===== config.mk =====
export PLATFORM = sky130hd
export DESIGN_NAME = queue_motion_ctrl
export DESIGN_NICKNAME = d
export VERILOG_FILES = /design/src/rtl/queue_pkg.sv /design/src/rtl/queue_jump_physics.sv /design/src/rtl/queue_motion_ctrl.sv
export SDC_FILE = /design/constraint.sdc
export NUM_CORES = 1
export LEC_CHECK = 0
export BUFFER_PORTS_ARGS = -buffer_cell sky130_fd_sc_hd__buf_2
export CORE_ASPECT_RATIO = 1.5
export CORE_MARGIN = 2
export CORE_UTILIZATION = 50
export CTS_BUF_LIST = sky130_fd_sc_hd__clkbuf_2 sky130_fd_sc_hd__clkbuf_4 sky130_fd_sc_hd__clkbuf_8
export CTS_CLUSTER_SIZE = 25
export DETAILED_ROUTE_END_ITERATION = 10
export PLACE_DENSITY = 0.72
export SKIP_LAST_GASP = 1
export SLEW_MARGIN = 20
export SYNTH_ARGS = -nofsm -noshare
export SYNTH_HDL_FRONTEND = slang
export SYNTH_SLANG_ARGS = --single-unit

===== constraint.sdc =====
create_clock -name clk -period 3.8 [get_ports clk]
set_clock_uncertainty 0.1 [all_clocks]
set_input_delay 0.57 -clock clk [delete_from_list [all_inputs] [get_ports clk]]
set_output_delay 0.57 -clock clk [all_outputs]
set_load 0.01 [all_outputs]

===== src/rtl/queue_pkg.sv =====
// Shared encodings and sprite geometry for the queue player controller
// and the queue sprite renderer.
package queue_pkg;

    localparam int QUEUE_SPRITE_W = 44;
    localparam int QUEUE_SPRITE_H = 50;

    typedef enum logic {
        QUEUE_INITIAL = 1'b0,
        QUEUE_PLAYING = 1'b1
    } queue_state_t;

    typedef enum logic {
        QUEUE_LEFT  = 1'b0,
        QUEUE_RIGHT = 1'b1
    } queue_dir_t;

    typedef enum logic {
        V_GROUNDED = 1'b0,
        V_AIR      = 1'b1
    } queue_vstate_t;

endpackage


===== src/rtl/queue_jump_physics.sv =====
// Vertical motion of the queue sprite: jump launch, per-tick velocity
// integration with gravity, landing on the ground line and head clamp.
//
// state      | meaning
// V_GROUNDED | sprite resting at GROUND_Y, waiting for a jump on a step
// V_AIR      | jump in progress, posY integrates vy once per step
module queue_jump_physics
    import queue_pkg::*;
#(
    parameter int GROUND_Y = 400,
    parameter int JUMP_V0  = 12,
    parameter int GRAVITY  = 1,
    parameter int SPRITE_H = QUEUE_SPRITE_H
) (
    input  logic       clk,
    input  logic       rst,
    input  logic       step_i,
    input  logic       jump_i,
    output logic [8:0] pos_y_o,
    output logic       airborne_o
);

    localparam logic signed [9:0] GROUND_S = 10'(GROUND_Y);
    localparam logic signed [9:0] TOP_S    = 10'(SPRITE_H / 2);

    queue_vstate_t     vs_q, vs_d;
    logic signed [6:0] vy_q, vy_d;
    logic [8:0]        posy_q, posy_d;
    logic signed [9:0] ny;

    // Vertical state, velocity and position registers
    always_ff @(posedge clk) begin
        if (rst) begin
            vs_q   <= V_GROUNDED;
            vy_q   <= '0;
            posy_q <= 9'(GROUND_Y);
        end else begin
            vs_q   <= vs_d;
            vy_q   <= vy_d;
            posy_q <= posy_d;
        end
    end

    // Next vertical state: launch from ground, integrate in air, clamp at ground and top
    always_comb begin
        vs_d   = vs_q;
        vy_d   = vy_q;
        posy_d = posy_q;
        ny     = $signed({1'b0, posy_q}) - $signed({{3{vy_q[6]}}, vy_q});
        if (step_i) begin
            case (vs_q)
                V_GROUNDED: begin
                    if (jump_i) begin
                        posy_d = 9'(GROUND_Y - JUMP_V0);
                        vy_d   = 7'(JUMP_V0 - GRAVITY);
                        vs_d   = V_AIR;
                    end
                end
                V_AIR: begin
                    vy_d = vy_q - 7'(GRAVITY);
                    if (ny >= GROUND_S) begin
                        posy_d = 9'(GROUND_Y);
                        vy_d   = '0;
                        vs_d   = V_GROUNDED;
                    end else if (ny < TOP_S) begin
                        // Head hit the top: stop rising, fall starts on the next step
                        posy_d = 9'(SPRITE_H / 2);
                        vy_d   = '0;
                    end else begin
                        posy_d = ny[8:0];
                    end
                end
                default: vs_d = V_GROUNDED;
            endcase
        end
    end

    assign pos_y_o    = posy_q;
    assign airborne_o = (vs_q == V_AIR);

endmodule


===== src/rtl/queue_motion_ctrl.sv =====
// Player-motion controller for the queue sprite: game start FSM, start
// button edge detect, horizontal step with clamp (or wrap) and facing.
// Vertical motion lives in queue_jump_physics.
// Build option: QUEUE_WRAP_X_EN makes horizontal moves past a bound wrap
// to the opposite bound instead of saturating.
//
// state         | meaning
// QUEUE_INITIAL | waiting for a start press, all motion frozen
// QUEUE_PLAYING | motion updates on every frame tick, left only by reset
module queue_motion_ctrl
    import queue_pkg::*;
#(
    parameter int SCREEN_W = 640,
    parameter int SPRITE_W = QUEUE_SPRITE_W,
    parameter int SPRITE_H = QUEUE_SPRITE_H,
    parameter int START_X  = 100,
    parameter int GROUND_Y = 400,
    parameter int STEP_X   = 2,
    parameter int JUMP_V0  = 12,
    parameter int GRAVITY  = 1
) (
    input  logic       clk,
    input  logic       rst,
    input  logic       frame_tick,
    input  logic       btn_start,
    input  logic       btn_left,
    input  logic       btn_right,
    input  logic       btn_jump,
    output logic [9:0] posX,
    output logic [8:0] posY,
    output logic       state,
    output logic       animation_state,
    output logic       airborne
);

    localparam logic signed [10:0] X_MIN  = 11'(SPRITE_W / 2);
    localparam logic signed [10:0] X_MAX  = 11'(SCREEN_W - 1 - SPRITE_W / 2);
    localparam logic signed [10:0] STEP_S = 11'(STEP_X);

    queue_state_t      state_q, state_d;
    queue_dir_t        facing_q, facing_d;
    logic              start_q;
    logic [9:0]        posx_q, posx_d;
    logic signed [10:0] nx;
    logic              step;

    assign step = (state_q == QUEUE_PLAYING) && frame_tick;

    // Game state, start edge history, horizontal position and facing
    always_ff @(posedge clk) begin
        if (rst) begin
            state_q  <= QUEUE_INITIAL;
            start_q  <= 1'b1;
            posx_q   <= 10'(START_X);
            facing_q <= QUEUE_RIGHT;
        end else begin
            state_q  <= state_d;
            start_q  <= btn_start;
            posx_q   <= posx_d;
            facing_q <= facing_d;
        end
    end

    // Game FSM: a rising start edge in INITIAL begins play
    always_comb begin
        state_d = state_q;
        if (state_q == QUEUE_INITIAL && btn_start && !start_q) begin
            state_d = QUEUE_PLAYING;
        end
    end

    // Horizontal step in signed 11 bits, then clamp or wrap to the visible band
    always_comb begin
        posx_d   = posx_q;
        facing_d = facing_q;
        nx       = $signed({1'b0, posx_q}) + (btn_left ? -STEP_S : STEP_S);
        if (step && (btn_left ^ btn_right)) begin
            facing_d = btn_left ? QUEUE_LEFT : QUEUE_RIGHT;
`ifdef QUEUE_WRAP_X_EN
            if (nx < X_MIN)      posx_d = X_MAX[9:0];
            else if (nx > X_MAX) posx_d = X_MIN[9:0];
            else                 posx_d = nx[9:0];
`else
            if (nx < X_MIN)      posx_d = X_MIN[9:0];
            else if (nx > X_MAX) posx_d = X_MAX[9:0];
            else                 posx_d = nx[9:0];
`endif
        end
    end

    queue_jump_physics #(
        .GROUND_Y (GROUND_Y),
        .JUMP_V0  (JUMP_V0),
        .GRAVITY  (GRAVITY),
        .SPRITE_H (SPRITE_H)
    ) u_jump (
        .clk        (clk),
        .rst        (rst),
        .step_i     (step),
        .jump_i     (btn_jump),
        .pos_y_o    (posY),
        .airborne_o (airborne)
    );

    assign posX            = posx_q;
    assign state           = state_q;
    assign animation_state = facing_q;

endmodule


* Word-level counts from Yosys, hierarchy flattened *
Cells that the tools add are included.

word-level totals
  flip-flop bits (word level) = 30
  bits of input ports = 7
  output and inout port bits = 22
  logic and storage cells = 39

operators by class
  $add $sub $neg = 3
  order comparisons = 4
  equal/unequal tests = 1
  multiplexer cells = 15
  bitwise logic cells = 3
  reduce and logical (&&, ||, !) cells = 6

operator list
  cell                    count
  $mux W9                 3
  $mux W7                 3
  $mux W10                2
  $pmux W9 S2             1
  $pmux W7 S2             1
  $add A11 B11 Y11        1
  $gt A11 B11 Y1 const B  1
  $lt A11 B6 Y1 const B   1
  $mux W11                1
  $ge A10 B10 Y1 const B  1
  $lt A10 B6 Y1 const B   1
  $sub A10 B7 Y10         1
  $sub A7 B2 Y7 const B   1
  $logic_and A1 B1 Y1     4
  $mux W1                 3
  $ne A2 B2 Y1 const B    1
  $not A1 Y1              2
  $pmux W1 S2             1
  $reduce_and A2 Y1       1
  $logic_not A1 Y1        1
  $xor A1 B1 Y1           1

* Logic depth before layout (Yosys ltp) *
  word-level depth = 5
  gate-level depth with buffers = 10

* Modules after synthesis *
From an unflattened synthesis, not the netlist that was laid out.

unflattened totals
  cell total of the unflattened synthesis = 319
  area total of the unflattened synthesis = 2,539.9 um^2

modules (own cells, without submodules)
  module              times used  cells an instance  area an instance (um^2)
  queue_jump_physics  1           181                1,377.6
  queue_motion_ctrl   1           138                1,162.4

* Least setup slack after synthesis *
Ideal clock, no wire load.

  path kind = reg2reg
  start = register u_jump.posy_q[0] (netlist: u_jump.pos_y_o[0])
  end = register u_jump.posy_q[2] (netlist: u_jump.pos_y_o[2])
  library setup time = 0.100 ns
  arrival = 2.637 ns
  required time = 3.600 ns
  path slack = 0.963 ns
  cell stages (with the launch flop) = 11
  period minus slack after synthesis = 2.837 ns
  path through = dfxtp_1 -> inv_1 -> ha_1 -> fa_1 -> and2b_1 -> o211ai_1 -> o22a_1 -> o311a_1 -> o2111ai_4 -> a31oi_4 -> a2111oi_4

between the ends
  word-level cells in the longest chain between the ends = 5
  elaborated cells on any way between the ends = 6

ends and longest elaborated chain
  what                      line                      text
  start: declaration        queue_jump_physics.sv:28  logic [8:0] posy_q, posy_d;
  start signal: assignment  queue_jump_physics.sv:36  posy_q <= 9'(GROUND_Y);
  start signal: assignment  queue_jump_physics.sv:40  posy_q <= posy_d;
  $sub A10 B7 Y10 *         queue_jump_physics.sv:49  ny = $signed({1'b0, posy_q}) - $signed({{3{vy_q[6]}}, vy_q});
  $lt A10 B6 Y1             queue_jump_physics.sv:65  end else if (ny < TOP_S) begin
  $mux W9                   queue_jump_physics.sv:65
  $mux W9 *                 queue_jump_physics.sv:61  if (ny >= GROUND_S) begin
  $pmux W9 S2 *             queue_jump_physics.sv:51  case (vs_q)

Mark *: on every way between the ends. The rest lies on a longest branch, timed or not.
A chain may end at the register's enable or synchronous reset.

* Final worst setup path *
Ends and elaborated chain as after synthesis.

==> reports/results.ini <==
[cts]
path_clk_slew_ps=60
clock_latency_ps=280
cts_buffer_depth=2
cts_sinks=30
cts_tree=done
cts-htree-levels=2
root_buffer=clkbuf_8
post_cts_buffers=0
cts_buffers=5
cts_resized=0
hold_buffers=0

[cells_and_area]
final_common_cell=dfxtp_1
diodes=0
mostFrequentLayoutCells=dfxtp_1, buf_2, nor2_1
syn_to_final_growth_pct=11.4
fin_nets=352
drive_gt1_share_pct=16.1
layout.cells.non_filler=389

[placed_design]
portBuffers=28
gp_congestion=0.919
post-place-cells=381
dp_hpwl_um=4960

[grt]
grt_max_degree=29
gr-total-overflow=0
first_global_vias=2310
grt_pass1_wl_um=10300
antenna_found_initial=0
grtUsageTotal_pct=23.8

[routing]
drc=0
drt-pass1-iter-count=4
wire_per_inst_um=16.1
num_vias=2350
postRouteAntennaNets=0
first_iter_violations=121
wirelength_um=6260
drt-vias-per-instance=6.04

[sta]
rsz0062_at_grt=no
period_needed_ps=3150
worst_slew_margin_rel_pct=54.3
max_freq_ghz=0.318
tns_ps=0
finalHoldViolations=0
tightestPinTransition_ps=682
period_share_pct=82.8
setup_violations=0
maxSlewViolCount=0

[setup_path]
required_ps=3880
critPathMaxFanout=8
critPathLaunchType=flop
critical_path_class=reg2reg
cp-end-kind=flop
cp_data_arrival_time_ps=3230

[power]
leakagePower_nw=1.14
vdd_ir_drop_max_mv=0.109
power_uw=743
p_per_area_nw_per_um2=267

[logic_synthesis]
ys.flop_type=dfxtp_1
syn-instance-count=294
netlist-cell-type-count=66
synthArstFlopShare_pct=0
ys_seq_area_share_pct=24.1
ys_ff_latch=30
synth_area_leaders=dfxtp_1, ha_1, nor2_1
netlist_area_um2=2490
synth_fp_nets=324
yosysTopAreaCell=dfxtp_1
synth_edf_count=0
syn_area_per_cell_um2=8.48
yosys_warnings=0
netlist.area_leader.share_pct=24.1

[floorplan]
die_w_um=61.7
fp.dieH_um=90.5
ios=29
core_um2=4810
fp-row-count=31
initial_utilization_pct=51.8
die-area_um2=5580

[flow_run]
drv_cap=0

[outcome]
status=finished clean

[worst_hold_path]
worstHoldPathType=reg2reg

==> kinds of logic (layout without fill, tap and decap cells) <==
| group | Yosys count | after routing | synth area share (%) |
|---|---|---|---|
| AOI/OAI and AO/OA | 100 | 100 | 33.1 |
| xor gates and xnor gates | 11 | 11 | 4.16 |
| adders and majority gates | 23 | 23 | 12.1 |
| buffers and inverters | 24 | 53 | 4.01 |
| DFF | 30 | 30 | 24.1 |
| muxes | 1 | 1 | 0.401 |
| and+or+nand+nor | 105 | 105 | 22.1 |
==> report_power, final <==
part	total (mW)	internal (mW)	switching, mW
logic	0.144	0.0568	0.0873
clock network	0.274	0.153	0.121
registers	0.325	0.319	0.00561
total	0.743	0.529	0.214
==> layout make-up <==
| cell class | instances | area (um^2) |
|---|---|---|
| multi-input combinational | 240 | 1790 |
| inverter | 16 | 60.1 |
| clock inverter | 1 | 5.00 |
| clock buffer | 7 | 90.1 |
| timing repair buffer | 29 | 148 |
| sequential | 30 | 601 |
| fill | 503 | 2030 |
| tap | 66 | 82.6 |
==> cell usage after synthesis (4+ instances only) <==
library cell	count
o21a_1	7
a221oi_1	7
inv_1	16
ha_1	21
xor2_1	4
nor2b_1	6
a211oi_1	6
a21oi_1	16
nand2_1	22
a211o_1	4
xnor2_1	6
nand3_1	10
nor3_1	4
o211ai_1	5
a21o_1	6
o21ai_0	13
nand4_1	6
nand2b_1	6
and2_1	5
nor2_1	24
dfxtp_1	30
or3_1	4
==> final timing paths <==
path	startpoint	to	slack [ps]	cells past startpoint
hold / removal	posX[9]	posX[9]	380	2
setup / recovery	u_jump.pos_y_o[0]	u_jump.pos_y_o[2]	650	10
setup reg to reg	u_jump.pos_y_o[0]	u_jump.pos_y_o[2]	650	10
hold reg to reg	posX[9]	posX[9]	380	2
==> critical path, cell delays in order, from the launching register on <==
cell,delay [ps]
dfxtp_1,350
inv_1,60
ha_1,210
fa_1,400
and2b_1,300
o21a_1,210
o22ai_1,110
xnor2_1,430
nand4b_2,350
a31oi_4,180
a2111oi_4,330
==> through the flow <==
step	setup slack (ps)	hold WS [ps]	cell area, um^2	util (%)
final	655	382	2780	57.8
after global routing	458	398	2780	57.8
after CTS	639	383	2780	57.8
after detailed placement	616	365	2680	55.8
after global placement	697	363	2680	55.8
after floorplan	963	345	2490	-
==> sequential cells by signal, indices dropped and copies added, names as in the netlist <==
register	count
start_q	1
u_jump.vy_q	7
u_jump.pos_y_o	9
animation_state	1
posX	10
u_jump.airborne_o	1
state	1
==> per-layer routing <==
| layer | part of all wire (%) | up-vias | global-route usage [%] |
|---|---|---|---|
| met2 | 56 | 40 | 43.9 |
| met3 | 2.3 | 12 | 3.44 |
| met4 | 2.8 | 0 | 9.75 |
| met1 | 39 | 1114 | 25.2 |
| li1 | - | 1184 | - |
| met5 | 0 | - | 0 |
(Power assumes the default switching activity.)
